$ cat config.mk
export PLATFORM = sky130hd
export DESIGN_NAME = la_capture_ctrl
export DESIGN_NICKNAME = d
export VERILOG_FILES = /design/src/rtl/la_pkg.sv /design/src/rtl/la_trig_detect.sv /design/src/rtl/la_capture_ctrl.sv
export SDC_FILE = /design/constraint.sdc
export NUM_CORES = 1
export LEC_CHECK = 0
export ABC_AREA = 0
export CORE_MARGIN = 2
export CORE_UTILIZATION = 50
export DETAILED_ROUTE_END_ITERATION = 8
export PLACE_DENSITY = 0.78
export SLEW_MARGIN = 20
export SYNTH_ARGS = -nofsm -noshare
export SYNTH_HDL_FRONTEND = slang
export SYNTH_SLANG_ARGS = --single-unit
$ cat constraint.sdc
create_clock -name clk_50M -period 3.3 [get_ports clk_50M]
set_input_delay 0.66 -clock clk_50M [delete_from_list [all_inputs] [get_ports clk_50M]]
set_output_delay 0.66 -clock clk_50M [all_outputs]
set_load 0.02 [all_outputs]
$ cat src/rtl/la_pkg.sv
// Shared types and trigger-mode encodings for the logic-analyser capture path.
package la_pkg;

    localparam logic [2:0] TRIG_IMM   = 3'd0;
    localparam logic [2:0] TRIG_LEVEL = 3'd1;
    localparam logic [2:0] TRIG_RISE  = 3'd2;
    localparam logic [2:0] TRIG_FALL  = 3'd3;
    localparam logic [2:0] TRIG_EDGE  = 3'd4;

    typedef enum logic [2:0] {
        IDLE,
        PRE,
        WAIT_TRIG,
        POST,
        DONE
    } la_state_e;

endpackage

$ cat src/rtl/la_trig_detect.sv
// Masked trigger evaluation; holds the previous-sample register for edge modes.
import la_pkg::*;

module la_trig_detect #(
    parameter int CH_W = 8
) (
    input  logic            clk_i,
    input  logic            rst_ni,
    input  logic            clr_i,
    input  logic            tick_i,
    input  logic [CH_W-1:0] sample_i,
    input  logic [CH_W-1:0] mask_i,
    input  logic [CH_W-1:0] value_i,
    input  logic [2:0]      mode_i,
    output logic            hit_o
);

    logic [CH_W-1:0] prev_q;
    logic            prev_vld_q;
    logic [CH_W-1:0] rise;
    logic [CH_W-1:0] fall;
    logic            level;

    // The first sample of a capture has no predecessor, so no edge.
    always_ff @(posedge clk_i or negedge rst_ni) begin
        if (!rst_ni) begin
            prev_q     <= '0;
            prev_vld_q <= 1'b0;
        end else if (clr_i) begin
            prev_vld_q <= 1'b0;
        end else if (tick_i) begin
            prev_q     <= sample_i;
            prev_vld_q <= 1'b1;
        end
    end

    always_comb begin
        rise  = '0;
        fall  = '0;
        if (prev_vld_q) begin
            rise = ~prev_q & sample_i & mask_i;
            fall = prev_q & ~sample_i & mask_i;
        end
        level = (|mask_i) &&
                (((sample_i ^ value_i) & mask_i) == '0);
    end

    always_comb begin
        hit_o = 1'b1;
        case (mode_i)
            TRIG_LEVEL: hit_o = level;
            TRIG_RISE:  hit_o = |rise;
            TRIG_FALL:  hit_o = |fall;
            TRIG_EDGE:  hit_o = |(rise | fall);
            default:    hit_o = 1'b1;
        endcase
    end

endmodule

$ cat src/rtl/la_capture_ctrl.sv
// Logic-analyser capture controller: divider, circular write pointer and FSM.
// Optional LA_FORCE_TRIG_EN adds a force_trig input usable in WAIT_TRIG.
import la_pkg::*;

module la_capture_ctrl #(
    parameter int CH_W   = 8,
    parameter int ADDR_W = 17,
    parameter int DIV_W  = 16
) (
    input  logic              clk_50M,
    input  logic              rst_n,
    input  logic              arm,
    input  logic              abort,
    input  logic [DIV_W-1:0]  div_sel,
    input  logic [2:0]        trig_mode,
    input  logic [CH_W-1:0]   trig_mask,
    input  logic [CH_W-1:0]   trig_value,
    input  logic [ADDR_W-1:0] pretrig_len,
    input  logic [CH_W-1:0]   data_in,
`ifdef LA_FORCE_TRIG_EN
    input  logic              force_trig,
`endif
    output logic [ADDR_W-1:0] wr_addr,
    output logic [CH_W-1:0]   wr_data,
    output logic              wr_en,
    output logic              busy,
    output logic              triggered,
    output logic              done,
    output logic [ADDR_W-1:0] start_addr
);

    la_state_e         state_q, state_d;
    logic [CH_W-1:0]   sync1_q, sync2_q;
    logic [DIV_W-1:0]  div_cnt_q, div_cnt_d;
    logic [DIV_W-1:0]  div_q;
    logic [2:0]        mode_q;
    logic [CH_W-1:0]   mask_q, value_q;
    logic [ADDR_W-1:0] pre_q;
    logic [ADDR_W-1:0] ptr_q, ptr_d;
    logic [ADDR_W:0]   cnt_q, cnt_d;
    logic [ADDR_W-1:0] trig_addr_q, trig_addr_d;
    logic              trig_q, trig_d;
    logic              wr_en_q, wr_en_d;
    logic [ADDR_W-1:0] wr_addr_q, wr_addr_d;
    logic [CH_W-1:0]   wr_data_q, wr_data_d;

    logic              busy_s;
    logic              arm_go;
    logic              tick;
    logic              cap_tick;
    logic              det_hit;
    logic              force_hit;
    logic              trig_fire;
    logic [ADDR_W:0]   post_cnt;

    assign busy_s = (state_q == PRE) ||
                    (state_q == WAIT_TRIG) ||
                    (state_q == POST);
    assign arm_go = arm && !abort &&
                    ((state_q == IDLE) || (state_q == DONE));
    assign tick     = (div_cnt_q == div_q);
    assign cap_tick = tick && busy_s;

    // Window length after the trigger, trigger sample included.
    assign post_cnt = {1'b1, {ADDR_W{1'b0}}} - {1'b0, pre_q};

    always_ff @(posedge clk_50M or negedge rst_n) begin
        if (!rst_n) begin
            sync1_q <= '0;
            sync2_q <= '0;
        end else begin
            sync1_q <= data_in;
            sync2_q <= sync1_q;
        end
    end

    always_ff @(posedge clk_50M or negedge rst_n) begin
        if (!rst_n) begin
            div_q   <= '0;
            mode_q  <= TRIG_IMM;
            mask_q  <= '0;
            value_q <= '0;
            pre_q   <= '0;
        end else if (arm_go) begin
            div_q   <= div_sel;
            mode_q  <= trig_mode;
            mask_q  <= trig_mask;
            value_q <= trig_value;
            pre_q   <= pretrig_len;
        end
    end

    always_comb begin
        div_cnt_d = div_cnt_q + 1'b1;
        if (arm_go || tick) begin
            div_cnt_d = '0;
        end
    end

    la_trig_detect #(
        .CH_W(CH_W)
    ) u_trig (
        .clk_i   (clk_50M),
        .rst_ni  (rst_n),
        .clr_i   (arm_go),
        .tick_i  (cap_tick),
        .sample_i(sync2_q),
        .mask_i  (mask_q),
        .value_i (value_q),
        .mode_i  (mode_q),
        .hit_o   (det_hit)
    );

`ifdef LA_FORCE_TRIG_EN
    logic force_pend_q, force_pend_d;
    logic force_now;

    assign force_now = force_trig && (state_q == WAIT_TRIG);
    assign force_hit = force_pend_q || force_now;

    always_comb begin
        force_pend_d = 1'b0;
        if ((state_q == WAIT_TRIG) && !abort) begin
            force_pend_d = force_hit && !cap_tick;
        end
    end

    always_ff @(posedge clk_50M or negedge rst_n) begin
        if (!rst_n) begin
            force_pend_q <= 1'b0;
        end else begin
            force_pend_q <= force_pend_d;
        end
    end
`else
    assign force_hit = 1'b0;
`endif

    assign trig_fire = det_hit || force_hit;

    always_comb begin
        state_d     = state_q;
        ptr_d       = ptr_q;
        cnt_d       = cnt_q;
        trig_addr_d = trig_addr_q;
        trig_d      = trig_q;
        wr_en_d     = 1'b0;
        wr_addr_d   = wr_addr_q;
        wr_data_d   = wr_data_q;

        if (cap_tick) begin
            wr_en_d   = 1'b1;
            wr_addr_d = ptr_q;
            wr_data_d = sync2_q;
            ptr_d     = ptr_q + 1'b1;
        end

        case (state_q)
            IDLE, DONE: begin
                if (arm_go) begin
                    ptr_d   = '0;
                    cnt_d   = '0;
                    trig_d  = 1'b0;
                    state_d = (pretrig_len == '0) ? WAIT_TRIG : PRE;
                end
            end
            PRE: begin
                if (cap_tick) begin
                    cnt_d = cnt_q + 1'b1;
                    if ((cnt_q + 1'b1) == {1'b0, pre_q}) begin
                        cnt_d   = '0;
                        state_d = WAIT_TRIG;
                    end
                end
            end
            WAIT_TRIG: begin
                if (cap_tick && trig_fire) begin
                    trig_addr_d = ptr_q;
                    trig_d      = 1'b1;
                    cnt_d       = {{ADDR_W{1'b0}}, 1'b1};
                    state_d     = (post_cnt == {{ADDR_W{1'b0}}, 1'b1})
                                  ? DONE : POST;
                end
            end
            POST: begin
                if (cap_tick) begin
                    cnt_d = cnt_q + 1'b1;
                    if ((cnt_q + 1'b1) == post_cnt) begin
                        state_d = DONE;
                    end
                end
            end
            default: state_d = IDLE;
        endcase

        if (abort) begin
            state_d = IDLE;
            trig_d  = 1'b0;
            wr_en_d = 1'b0;
            cnt_d   = '0;
        end
    end

    always_ff @(posedge clk_50M or negedge rst_n) begin
        if (!rst_n) begin
            state_q     <= IDLE;
            div_cnt_q   <= '0;
            ptr_q       <= '0;
            cnt_q       <= '0;
            trig_addr_q <= '0;
            trig_q      <= 1'b0;
            wr_en_q     <= 1'b0;
            wr_addr_q   <= '0;
            wr_data_q   <= '0;
        end else begin
            state_q     <= state_d;
            div_cnt_q   <= div_cnt_d;
            ptr_q       <= ptr_d;
            cnt_q       <= cnt_d;
            trig_addr_q <= trig_addr_d;
            trig_q      <= trig_d;
            wr_en_q     <= wr_en_d;
            wr_addr_q   <= wr_addr_d;
            wr_data_q   <= wr_data_d;
        end
    end

    assign wr_en      = wr_en_q;
    assign wr_addr    = wr_addr_q;
    assign wr_data    = wr_data_q;
    assign busy       = busy_s;
    assign triggered  = trig_q;
    assign done       = (state_q == DONE);
    assign start_addr = done ? (trig_addr_q - pre_q) : '0;

endmodule

# --- Word-level counts from Yosys, hierarchy flattened ---
# Cells that the tools add are included.
word_totals:
  register_bits: 175
  in_bits: 64
  out_inout_bits: 46
  wordCells: 110
classes:
  add_sub_neg: 5
  eq_ne: 18
  muxes: 33
  bitwise_logic: 10
  n_reduce_logical: 26
ops:
  columns: ["operator", "n"]
  rows:
  - ["$mux W18", 6]
  - ["$pmux W18 S4", 1]
  - ["$mux W17", 4]
  - ["$and A8 B8 Y8", 5]
  - ["$reduce_or A8 Y1", 4]
  - ["$mux W3", 8]
  - ["$add A18 B1 Y18 const B", 1]
  - ["$eq A18 B1 Y1 const B", 1]
  - ["$eq A18 B17 Y1", 1]
  - ["$eq A18 B18 Y1", 1]
  - ["$sub A18 B17 Y18 const A", 1]
  - ["$add A17 B1 Y17 const B", 1]
  - ["$logic_not A17 Y1", 1]
  - ["$sub A17 B17 Y17", 1]
  - ["$add A16 B1 Y16 const B", 1]
  - ["$eq A16 B16 Y1", 1]
  - ["$mux W16", 1]
  - ["$mux W8", 2]
  - ["$not A8 Y8", 2]
  - ["$eq A3 B2 Y1 const B", 4]
  - ["$pmux W3 S4", 1]
  - ["$ne A3 B2 Y1 const B", 3]
  - ["$ne A3 B3 Y1 const B", 3]
  - ["$logic_not A8 Y1", 1]
  - ["21 further kinds", 37]

# --- Longest topological paths before layout ---
# Gate-level depths: netlist (run 1).
logic_depth:
  word_depth: 11
  depth_mapped: 13
  mapped_depth_nobuf: 13

# --- Cells and area by module ---
# Synthesis (run 1) repeated with hierarchy kept, for this count alone.
hier_totals:
  hier_cells: 932
  hier_area_um2: 9469.1
modules_own_cells:
  columns: ["mod", "n_inst", "cells_per_inst", "area_per_inst_um2", "seq_area_each_um2"]
  rows:
  - ["la_capture_ctrl", 1, 854, 8804.7, 4154.0]
  - ["la_trig_detect", 1, 78, 664.4, 225.2]

# --- Worst setup path after synthesis (run 1) ---
# Ideal clock, no wire load.
synth_path:
  path_type: "flip-flop to output port"
  from: "reg pre_q[2]"
  to: "out start_addr[16]"
  arrival_ns: 2.901
  t_required_ns: 2.640
  setup_slack_ns: -0.261
  path_stages_with_launch: 13
  n_path_buf: 1
  path_cell_list: "dfrtp_1 -> clkbuf_1 -> inv_1 -> ha_1 -> a21o_1 -> a21oi_1 -> nand2b_1 -> a21oi_1 -> a41o_1 -> o41a_1 -> a311oi_1 -> xnor2_1 -> nor2_1"
synth_between:
  elab_chain_cells: 2
synth_rtl:
  columns: ["item", "line", "rtl"]
  rows:
  - ["from (decl)", "la_capture_ctrl.sv:38", "logic [ADDR_W-1:0] pre_q;"]
  - ["from (signal assigned)", "la_capture_ctrl.sv:89", "pre_q <= pretrig_len;"]
  - ["$sub A17 B17 Y17", "la_capture_ctrl.sv:234", "assign start_addr = done ? (trig_addr_q - pre_q) : '0;"]
  - ["$mux W17", "la_capture_ctrl.sv:234", null]
  - ["to (decl)", "la_capture_ctrl.sv:29", "output logic [ADDR_W-1:0] start_addr"]
# No other way between the ends.

# --- Worst setup path after layout (run 1) ---
layout_path:
  from: "reg trig_addr_q[0]"
  to: "out start_addr[16]"
layout_between:
  elab_chain_cells: 2
layout_rtl:
  columns: ["item", "line", "rtl"]
  rows:
  - ["from (decl)", "la_capture_ctrl.sv:41", "logic [ADDR_W-1:0] trig_addr_q, trig_addr_d;"]
  - ["from (signal assigned)", "la_capture_ctrl.sv:220", "trig_addr_q <= trig_addr_d;"]
  - ["$sub A17 B17 Y17", "la_capture_ctrl.sv:234", null]
  - ["$mux W17", "la_capture_ctrl.sv:234", null]
# No other way between the ends.

==> flow_summary.json, run 1 <==
{
  "status": "finished with violations",
  "violations": "negative setup slack",
  "grt_use_total": 0.255,
  "cts_max_level": 4,
  "end_kind": "output port",
  "netlist_instances": 1098,
  "worstPathArrival_ns": 3.22,
  "setup_viol": 11,
  "drv_slew": 0,
  "finalNonFillerCells": 1537,
  "rows": 50,
  "cts.clk_slew.worst_paths_ns": 0.07,
  "setup-tns-final_ns": -3.03,
  "ctsHoldBuffers": 0,
  "initial_utilization": 0.512,
  "cp-start-kind": "register",
  "fin_area_um2": 12200,
  "p_leak_nw": 5.67,
  "wire_per_inst_um": 16.3,
  "floorplan.die_area_um2": 20400,
  "cts.sinks": 175,
  "synth_top_area_frac": 0.454,
  "clkLatencyLatePin_ns": 0.44,
  "async_flop_share": 1.00,
  "syn_avg_cell_area_um2": 8.79,
  "antenna_found_initial": 0,
  "fin_skew_ns": 0.0118,
  "synth-xor-area-share": 0.0985,
  "antennaDiodeCount": 0,
  "crit_type": "register to output port",
  "maxCapViolCount": 0,
  "path_max_fanout": 3,
  "fin_crit_sh": 1.18,
  "die_y_um": 143,
  "ant_nets": 0,
  "yosysMostFrequentCell": "nand2_1",
  "netlist_area_um2": 9650,
  "drc": 0,
  "cts_tree": "built",
  "fmax_mhz": 258,
  "synthMuxAreaShare": 0.0185,
  "synth_ff_type": "dfrtp_1",
  "drive_gt1_frac": 0.142,
  "relSlewSlack": 0.588,
  "io_buffer_count": 109,
  "clock-root-buffer": "clkbuf_16",
  "yosys.area_share.simple": 0.247,
  "drtPass1Iterations": 5,
  "grt_pass1_vias": 8459,
  "wl_um": 25100,
  "viasPerCell": 5.57,
  "rsz0062_at_grt": "yes",
  "ir_drop_v": 0.000473,
  "core_um2": 18800,
  "synth_fa_ha_area_frac": 0.0293,
  "dpl_worst_slack_ns": -0.614,
  "ys_ff_latch": 175,
  "final_nets": 1350,
  "yosys-top-cells-count": "nand2_1, dfrtp_1, nor2_1",
  "gp_congestion": 0.933,
  "setup_slack_ns": -0.580,
  "required_ns": 2.64,
  "ys_types": 68,
  "numCtsBuffers": 17,
  "first_iter_violations": 451,
  "grt_max_degree": 88,
  "synth_nets": 1184,
  "synth-compound-area-share": 0.120,
  "area_delta_synth_final_pct": 26.8,
  "route.vias.total": 8557,
  "dp_hpwl_um": 18200,
  "synth_top_family_by_area": "simple AND/OR/NAND/NOR gates",
  "fp.dieW_um": 143,
  "clock_path_buffers": 2,
  "hold_viol": 0,
  "worstMarginPinSlew_ns": 0.619,
  "ys_warn_count": 0,
  "dpl.cell_count": 1498,
  "dpl_cell_area_um2": 11500,
  "powerDensity_nw_per_um2": 726,
  "period_minus_slack_ns": 3.88,
  "overflow": 0,
  "num_io_pins": 110,
  "fillerInstances": 1457,
  "seq_area_frac_synth": 0.454,
  "yosys.area.top_type": "dfrtp_1",
  "synthTopCellsByArea": "dfrtp_1, nand2_1, xnor2_1, xor2_1, nor2_1",
  "grt_first_pass_wirelength_um": 41500,
  "synth_edf_count": 0,
  "hold_class": "input pin to async pin"
}
[power by group]
| group | leakage, nW | switching, mW | internal [mW] |
|---|---|---|---|
| logic | 3.08 | 2.08 | 1.69 |
| clock network | 0.288 | 0.928 | 1.09 |
| registers | 2.30 | 0.442 | 2.64 |
| total | 5.67 | 3.45 | 5.43 |
[path summary, 6_finish.rpt]
kind	from	end	slack [ns]	cells past startpoint
setup reg to reg	cnt_q[1]	cnt_q[16]	0.18	11
hold reg to reg	sync1_q[4]	sync2_q[4]	0.35	0
hold / removal	rst_n	div_q[14]	0.20	1
setup / recovery	trig_addr_q[0]	start_addr[16]	-0.58	14
max in group asynchronous	rst_n	trig_addr_q[6]	2.24	2
min in group clk_50M	sync1_q[4]	sync2_q[4]	0.35	0
[layout make-up]
cell class	count	area [µm²]	area share
sequential	175	4380	0.358
inverter	32	120	0.00982
clock inverter	13	150	0.0123
multi-input combinational	844	5080	0.416
tap	260	325	0.0266
timing repair buffer	194	1730	0.141
clock buffer	19	443	0.0362
[per-stage QoR]
stage               power, mW  hold slack [ns]  utilization
floorplan                5.36            0.331            -
global placement         6.60            0.333        0.612
detailed placement       6.70            0.336        0.612
CTS                      8.81            0.236        0.645
global route             9.46            0.264        0.650
finish                   8.88            0.204        0.650
[timing repair]
action	CTS	global route
setup endpoints to repair	14	23
gates resized for setup	52	16
pin swaps	16	9
setup buffers	4	2
[state kept, by name, summed over array words and instances (netlist names), 8 cells and up]
name and count:
sync1_q 8, mask_q 8, div_q 16, value_q 8, wr_addr 17, pre_q 17
ptr_q 17, trig_addr_q 17, u_trig.prev_q 8, cnt_q 18, div_cnt_q 16, sync2_q 8
wr_data 8
[cells by family (layout without fill, tap and decap cells)]
logic type,after synthesis,after routing
AOI/OAI and AO/OA,180,180
xor gates and xnor gates,107,107
adders and majority gates,22,22
buffers and inverters,79,258
DFF,175,175
muxes,16,16
and+or+nand+nor,519,519
[layer usage]
| layer | vias up | GRT usage | routed length, µm |
|---|---|---|---|
| met5 | - | 0 | 0 |
| met4 | 0 | 0.0943 | 652 |
| met3 | 49 | 0.0386 | 1140 |
| met2 | 245 | 0.428 | 12400 |
| met1 | 4163 | 0.336 | 10900 |
| li1 | 4100 | - | - |
[layout by cell type, fill, tap and decap left out, types with 4 or more instances in the layout]
cell / instances
xnor2_1: 53
nand4_1: 15
nand2b_1: 5
o22ai_1: 6
a21oi_1: 30
nand3b_1: 6
o31ai_1: 6
a22oi_1: 5
ha_1: 19
nand3_1: 27
a21oi_2: 4
nor3_1: 22
or4_1: 6
nor4_1: 18
inv_6: 4
or2_2: 6
dfrtp_1: 175
o21ai_0: 51
buf_4: 88
a21o_1: 12
a31oi_1: 9
nor2_1: 83
nand2_1: 272
mux2_2: 15
or3_1: 13
o21ai_1: 6
xor2_1: 52
clkbuf_16: 17
buf_6: 4
and3_1: 13
clkdlybuf4s50_1: 94
and2_1: 5
a22o_1: 12
nor2b_1: 4
inv_1: 29
[critical path, cell delays in order, from the launching register on]
cell	delay (ns)
dfrtp_1	0.38
inv_1	0.06
ha_2	0.16
inv_2	0.04
fa_2	0.34
a21o_1	0.20
a21oi_2	0.16
nand2b_4	0.15
a21oi_4	0.06
a41o_1	0.23
o41a_1	0.38
a311oi_2	0.29
xnor2_1	0.17
nor2_2	0.05
buf_6	0.13
Note: power is estimated with default switching activity, not from simulation.
==> run 2, diff against run 1 <==
--- a/config.mk
+++ b/config.mk
@@ -7,9 +7,9 @@
 export LEC_CHECK = 0
 export ABC_AREA = 0
 export CORE_MARGIN = 2
-export CORE_UTILIZATION = 50
+export CORE_UTILIZATION = 40
 export DETAILED_ROUTE_END_ITERATION = 8
-export PLACE_DENSITY = 0.78
+export PLACE_DENSITY = 0.66
 export SLEW_MARGIN = 20
 export SYNTH_ARGS = -nofsm -noshare
 export SYNTH_HDL_FRONTEND = slang
==> run 2 against run 1 <==
Die area up 24%. Register-to-register slack about the same. Largest cell class unchanged. Flip-flop and latch count stayed put. Sequential power about the same. Cell count up 3.2%. Non-clock buffer count shrank 10. The run still ends with negative setup slack left. Via count shrank 3.4%. Fmax is 2.3% higher.
==> flow_summary.json, run 2 (synthesis gave the netlist of run 1 again) <==
{
  "status": "finished with violations",
  "violations": "negative setup slack",
  "cp_common_cell": "a21oi_2",
  "cts.clk_slew.worst_paths_ns": 0.07,
  "setup_slack_ns": -0.492,
  "grt_first_pass_wirelength_um": 42000,
  "mostFrequentLayoutCell": "nand2_1",
  "cts_tree": "built",
  "p_switching_mw": 3.44,
  "p_leak_nw": 5.63,
  "path_max_fanout": 3,
  "grt_pass1_vias": 8240,
  "clock-root-buffer": "clkbuf_16",
  "hold_viol": 0,
  "dp_hpwl_um": 18500,
  "floorplan.die_area_um2": 25400,
  "worstMarginPinSlew_ns": 0.578,
  "r2r_end": "cnt_q[12]",
  "relSlewSlack": 0.610,
  "antennaDiodeCount": 0,
  "grtUsageMet3": 0.0375,
  "switching_share": 0.392,
  "core_um2": 23500,
  "cts.sinks": 175,
  "antenna_found_initial": 0,
  "p_seq_frac": 0.354,
  "route.vias.total": 8270,
  "finalNonFillerCells": 1586,
  "crit_type": "register to output port",
  "ant_nets": 0,
  "fp.dieW_um": 159,
  "p_clk_frac": 0.230,
  "drv_slew": 0,
  "largest-register": "cnt_q",
  "ctsHoldBuffers": 0,
  "cp.buffers_inverters": 3,
  "area_delta_synth_final_pct": 26.5,
  "dpl.cell_count": 1551,
  "cp_cell_sequence": "inv_1 -> ha_2 -> inv_2 -> fa_2 -> a21o_1 -> a21oi_2 -> nand2b_4 -> a21oi_2 -> a41o_1 -> o41a_1 -> a311oi_2 -> xnor2_1 -> nor2_2 -> buf_6",
  "dpl_cell_area_um2": 11600,
  "powerDensity_nw_per_um2": 719,
  "first_iter_violations": 539,
  "worstPathArrival_ns": 3.13,
  "fmax_mhz": 264,
  "required_ns": 2.64,
  "pwr-share-comb": 0.416,
  "reg2reg_slack_ns": 0.17,
  "cp-start-kind": "register",
  "grt_use_total": 0.202,
  "p_int_mw": 5.33,
  "numCtsBuffers": 17,
  "grt_max_degree": 56,
  "period_minus_slack_ns": 3.79,
  "end_kind": "output port",
  "rows": 56,
  "clkLatencyLatePin_ns": 0.44,
  "final_nets": 1340,
  "cts_max_level": 4,
  "drtPass1Iterations": 5,
  "fin_area_um2": 12200,
  "fin_crit_sh": 1.15,
  "drive_gt1_frac": 0.133,
  "overflow": 0,
  "maxCapViolCount": 0,
  "hold_class": "input pin to async pin",
  "drc": 0,
  "rsz0062_at_grt": "yes",
  "die_y_um": 159,
  "gp_congestion": 0.897,
  "crit_slowest_cell": "dfrtp_1",
  "r2r-start": "cnt_q[6]",
  "ir_drop_v": 0.000364,
  "wire_per_inst_um": 15.8,
  "clock_path_buffers": 2,
  "fin_skew_ns": 0.0153,
  "use_met1": 0.278,
  "slowest_delay_ns": 0.38,
  "top_usage_layer": "met2",
  "viasPerCell": 5.21,
  "critPathTopFamily": "compound AO/OA/AOI/OAI gates",
  "io_buffer_count": 109,
  "largest_register_ffs": 18,
  "wl_um": 25000,
  "rr_worst_depth": 10,
  "setup_viol": 9,
  "final_util": 0.519,
  "initial_utilization": 0.410,
  "use_met2": 0.331,
  "final_cell_mix": "nand2_1, dfrtp_1, clkdlybuf4s50_1, nor2_1, buf_4",
  "num_io_pins": 110
}
run 2: cell type report:
| class | count | area (µm²) |
|---|---|---|
| Clock buffer | 18 | 429 |
| Clock inverter | 14 | 170 |
| Tap cell | 319 | 399 |
| Timing Repair Buffer | 184 | 1660 |
| Fill cell | 2245 | 11300 |
| Sequential cell | 175 | 4380 |
| Inverter | 32 | 120 |
| Multi-Input combinational cell | 844 | 5050 |
run 2: stage by stage:
stage	setup TNS, ns	power (mW)	setup slack [ns]	hold WS [ns]
3_3_place_gp	-2.57	6.64	-0.574	0.333
6_report	-3.20	8.78	-0.492	0.170
3_5_place_dp	-2.82	6.71	-0.617	0.335
2_1_floorplan	-0.0463	5.36	-0.0463	0.331
5_1_grt	-4.89	9.42	-0.667	0.209
4_1_cts	-3.45	8.76	-0.532	0.192
run 2: repair_timing:
action	4_1_cts	5_1_grt
gates resized for setup	51	11
setup endpoints to repair	14	29
pin swaps	7	5
buffers inserted	1	3
run 2: how the worst max path moves through the flow:
| stage | startpoint | slack, ns | to | cells after the start |
|---|---|---|---|---|
| 2_1_floorplan | pre_q[0] | -0.05 | start_addr[16] | 12 |
| 3_3_place_gp | trig_addr_q[0] | -0.57 | start_addr[16] | 14 |
| 3_5_place_dp | trig_addr_q[0] | -0.62 | start_addr[16] | 14 |
| 4_1_cts | trig_addr_q[0] | -0.53 | start_addr[16] | 14 |
| 5_1_grt | trig_addr_q[0] | -0.67 | start_addr[16] | 14 |
| 6_report | trig_addr_q[0] | -0.49 | start_addr[16] | 14 |
run 2: layer usage:
metal  up-vias  part of all wire  routed length (µm)
li1       4075                 -                   -
met1      4015              0.47               11700
met2       154              0.47               11900
met3        26             0.042                1040
met4         0             0.015                 388
met5         -                 0                   0
run 2: power groups by stage:
stage	clock, mW	sequential (mW)	combinational, mW
after floorplan	0	3.12	2.24
after global placement	0	3.13	3.51
after detailed placement	0	3.14	3.57
after CTS	2.05	3.11	3.60
after global routing	2.15	3.19	4.08
final	2.02	3.11	3.65
==> run 3, diff against run 2 <==
--- a/config.mk
+++ b/config.mk
@@ -9,8 +9,9 @@
 export CORE_MARGIN = 2
 export CORE_UTILIZATION = 40
 export DETAILED_ROUTE_END_ITERATION = 8
-export PLACE_DENSITY = 0.66
+export PLACE_DENSITY = 0.67
 export SLEW_MARGIN = 20
 export SYNTH_ARGS = -nofsm -noshare
 export SYNTH_HDL_FRONTEND = slang
+export SYNTH_HIERARCHICAL = 1
 export SYNTH_SLANG_ARGS = --single-unit
==> run 3 against run 2 <==
The run still ends with negative setup slack left. Power increased by 1.9%. Critical path depth is the same. Largest cell class unchanged. Highest routed layer unchanged. Area after synthesis decreased by 1.9%.
==> flow_summary.json, run 3 <==
{
  "core_um2": 23300,
  "grt_first_pass_wirelength_um": 40300,
  "wl_um": 24300,
  "fin_crit_sh": 1.14,
  "final_cell_mix": "dfrtp_1, buf_4, clkdlybuf4s50_1, mux2_2, nand2_1",
  "synthTopCellsByArea": "dfrtp_1, mux2_2, xor2_1, xnor2_1, nor2_1",
  "initial_utilization": 0.406,
  "p_leak_nw": 5.63,
  "grt_pass1_vias": 7959,
  "antenna_found_initial": 0,
  "drc": 0,
  "num_io_pins": 110,
  "relSlewSlack": 0.584,
  "largest-register": "cnt_q",
  "fmax_mhz": 265,
  "grt_use_total": 0.205,
  "async_flop_share": 1.00,
  "grt_max_degree": 61,
  "drv_slew": 0,
  "setup_slack_ns": -0.471,
  "status": "finished with violations",
  "rows": 56,
  "p_seq_frac": 0.339,
  "drtPass1Iterations": 5,
  "antennaDiodeCount": 0,
  "hold_class": "input pin to async pin",
  "gp_congestion": 0.911,
  "p_clk_frac": 0.239,
  "seq_area_frac_synth": 0.462,
  "cp-start-kind": "register",
  "clock_path_buffers": 2,
  "netlist_area_um2": 9470,
  "ctsHoldBuffers": 0,
  "fin_skew_ns": 0.0122,
  "numCtsBuffers": 17,
  "p_switching_mw": 3.29,
  "clock-root-buffer": "clkbuf_16",
  "yosys.area.top_type": "dfrtp_1",
  "syn_avg_cell_area_um2": 10.2,
  "violations": "negative setup slack",
  "floorplan.die_area_um2": 24900,
  "rr_worst_depth": 8,
  "final_nets": 1252,
  "maxCapViolCount": 0,
  "die_y_um": 158,
  "clkLatencyLatePin_ns": 0.44,
  "overflow": 0,
  "ir_drop_v": 0.000476,
  "route.vias.total": 7832,
  "cts_max_level": 4,
  "cts_tree": "built",
  "io_buffer_count": 109,
  "viasPerCell": 5.23,
  "largest_register_ffs": 18,
  "dp_hpwl_um": 18200,
  "rsz0062_at_grt": "yes",
  "r2r_end": "state_q[2]",
  "cts.sinks": 175,
  "synth_top_area_frac": 0.462,
  "synth_edf_count": 0,
  "ys_warn_count": 6,
  "first_iter_violations": 407,
  "worstMarginPinSlew_ns": 0.625,
  "fillerInstances": 2049,
  "ant_nets": 0,
  "required_ns": 2.64,
  "switching_share": 0.368,
  "r2r-start": "pre_q[8]",
  "synth_ff_type": "dfrtp_1",
  "netlist_instances": 932,
  "cts.clk_slew.worst_paths_ns": 0.08,
  "path_max_fanout": 3,
  "period_minus_slack_ns": 3.77,
  "synth_nets": 1018,
  "wire_per_inst_um": 16.2,
  "end_kind": "output port",
  "mostFrequentLayoutCell": "dfrtp_1",
  "yosys-top-cells-count": "dfrtp_1, mux2_2, nor2_1",
  "drive_gt1_frac": 0.271,
  "ys_types": 69,
  "ys_ff_latch": 175,
  "dpl_worst_slack_ns": -0.516,
  "hold_viol": 0,
  "fp.dieW_um": 158,
  "setup_viol": 7,
  "yosysMostFrequentCell": "dfrtp_1",
  "worstPathArrival_ns": 3.11,
  "crit_type": "register to output port",
  "total_power_mw": 8.95,
  "reg2reg_slack_ns": 0.03,
  "p_int_mw": 5.66,
  "pwr-share-comb": 0.422,
  "area_delta_synth_final_pct": 34.4,
  "powerDensity_nw_per_um2": 703
}
==> run 3: worst max path at each step <==
stage,endpoint,start,slack [ns]
finish,start_addr[16],trig_addr_q[0],-0.47
global route,start_addr[14],trig_addr_q[0],-0.63
CTS,start_addr[14],trig_addr_q[0],-0.54
detailed placement,start_addr[14],trig_addr_q[0],-0.52
global placement,start_addr[14],trig_addr_q[0],-0.46
floorplan,state_q[2],pre_q[7],0.05
==> run 3: logic make-up after synthesis <==
family,count (synthesis),synth area share
simple gates,313,0.167
flops,175,0.462
compound gates,153,0.101
xor+xnor,111,0.106
mux,89,0.105
buf+inv,69,0.0291
fa+ha+maj,22,0.0299
==> run 3: timing repair <==
action,CTS,global route
pin swaps,17,11
resized for setup,72,30
endpoints found under the setup margin,16,38
buffers inserted,5,5
==> run 3: per-stage QoR <==
step / setup TNS [ns] / instance area (µm²) / cells / hold WS [ns] / utilization
5_1_grt: -2.95 / 12700 / 1498 / 0.207 / 0.545
6_report: -1.63 / 12700 / 1498 / 0.172 / 0.545
3_3_place_gp: -2.21 / 11900 / 1458 / 0.332 / 0.510
2_1_floorplan: 0 / 9510 / 932 / 0.331 / -
3_5_place_dp: -2.55 / 11900 / 1458 / 0.335 / 0.510
4_1_cts: -1.75 / 12600 / 1495 / 0.193 / 0.540
==> run 3: worst max-delay path: stages (launching register included) <==
cell,delay [ns]
dfrtp_1,0.38
inv_1,0.06
ha_2,0.18
inv_2,0.04
fa_2,0.34
a21o_1,0.18
a21oi_2,0.15
nand2b_4,0.15
a21oi_2,0.06
a41o_1,0.20
o41a_1,0.38
a31oi_1,0.22
xnor2_1,0.16
nor2_2,0.05
buf_6,0.13
==> run 3: power groups by stage <==
stage	logic [mW]	registers, mW	clock network (mW)
CTS	3.72	3.04	2.18
global route	4.16	3.10	2.27
floorplan	2.13	3.09	0
finish	3.78	3.03	2.14
global placement	3.55	3.05	0
detailed placement	3.60	3.07	0
==> run 3: cell type report <==
| type | count | area [µm²] | area share |
|---|---|---|---|
| Multi-Input combinational cell | 688 | 5010 | 0.394 |
| Sequential cell | 175 | 4380 | 0.344 |
| Timing Repair Buffer | 250 | 2170 | 0.171 |
| Clock buffer | 17 | 425 | 0.0334 |
| Tap cell | 319 | 399 | 0.0314 |
| Clock inverter | 15 | 204 | 0.0160 |
| Inverter | 34 | 128 | 0.0100 |
==> run 3: per-layer routing <==
| layer | routed length, µm | GRT usage |
|---|---|---|
| met4 | 692 | 0.0823 |
| met5 | 0 | 0 |
| met1 | 11200 | 0.277 |
| met2 | 11400 | 0.326 |
| met3 | 1010 | 0.0378 |
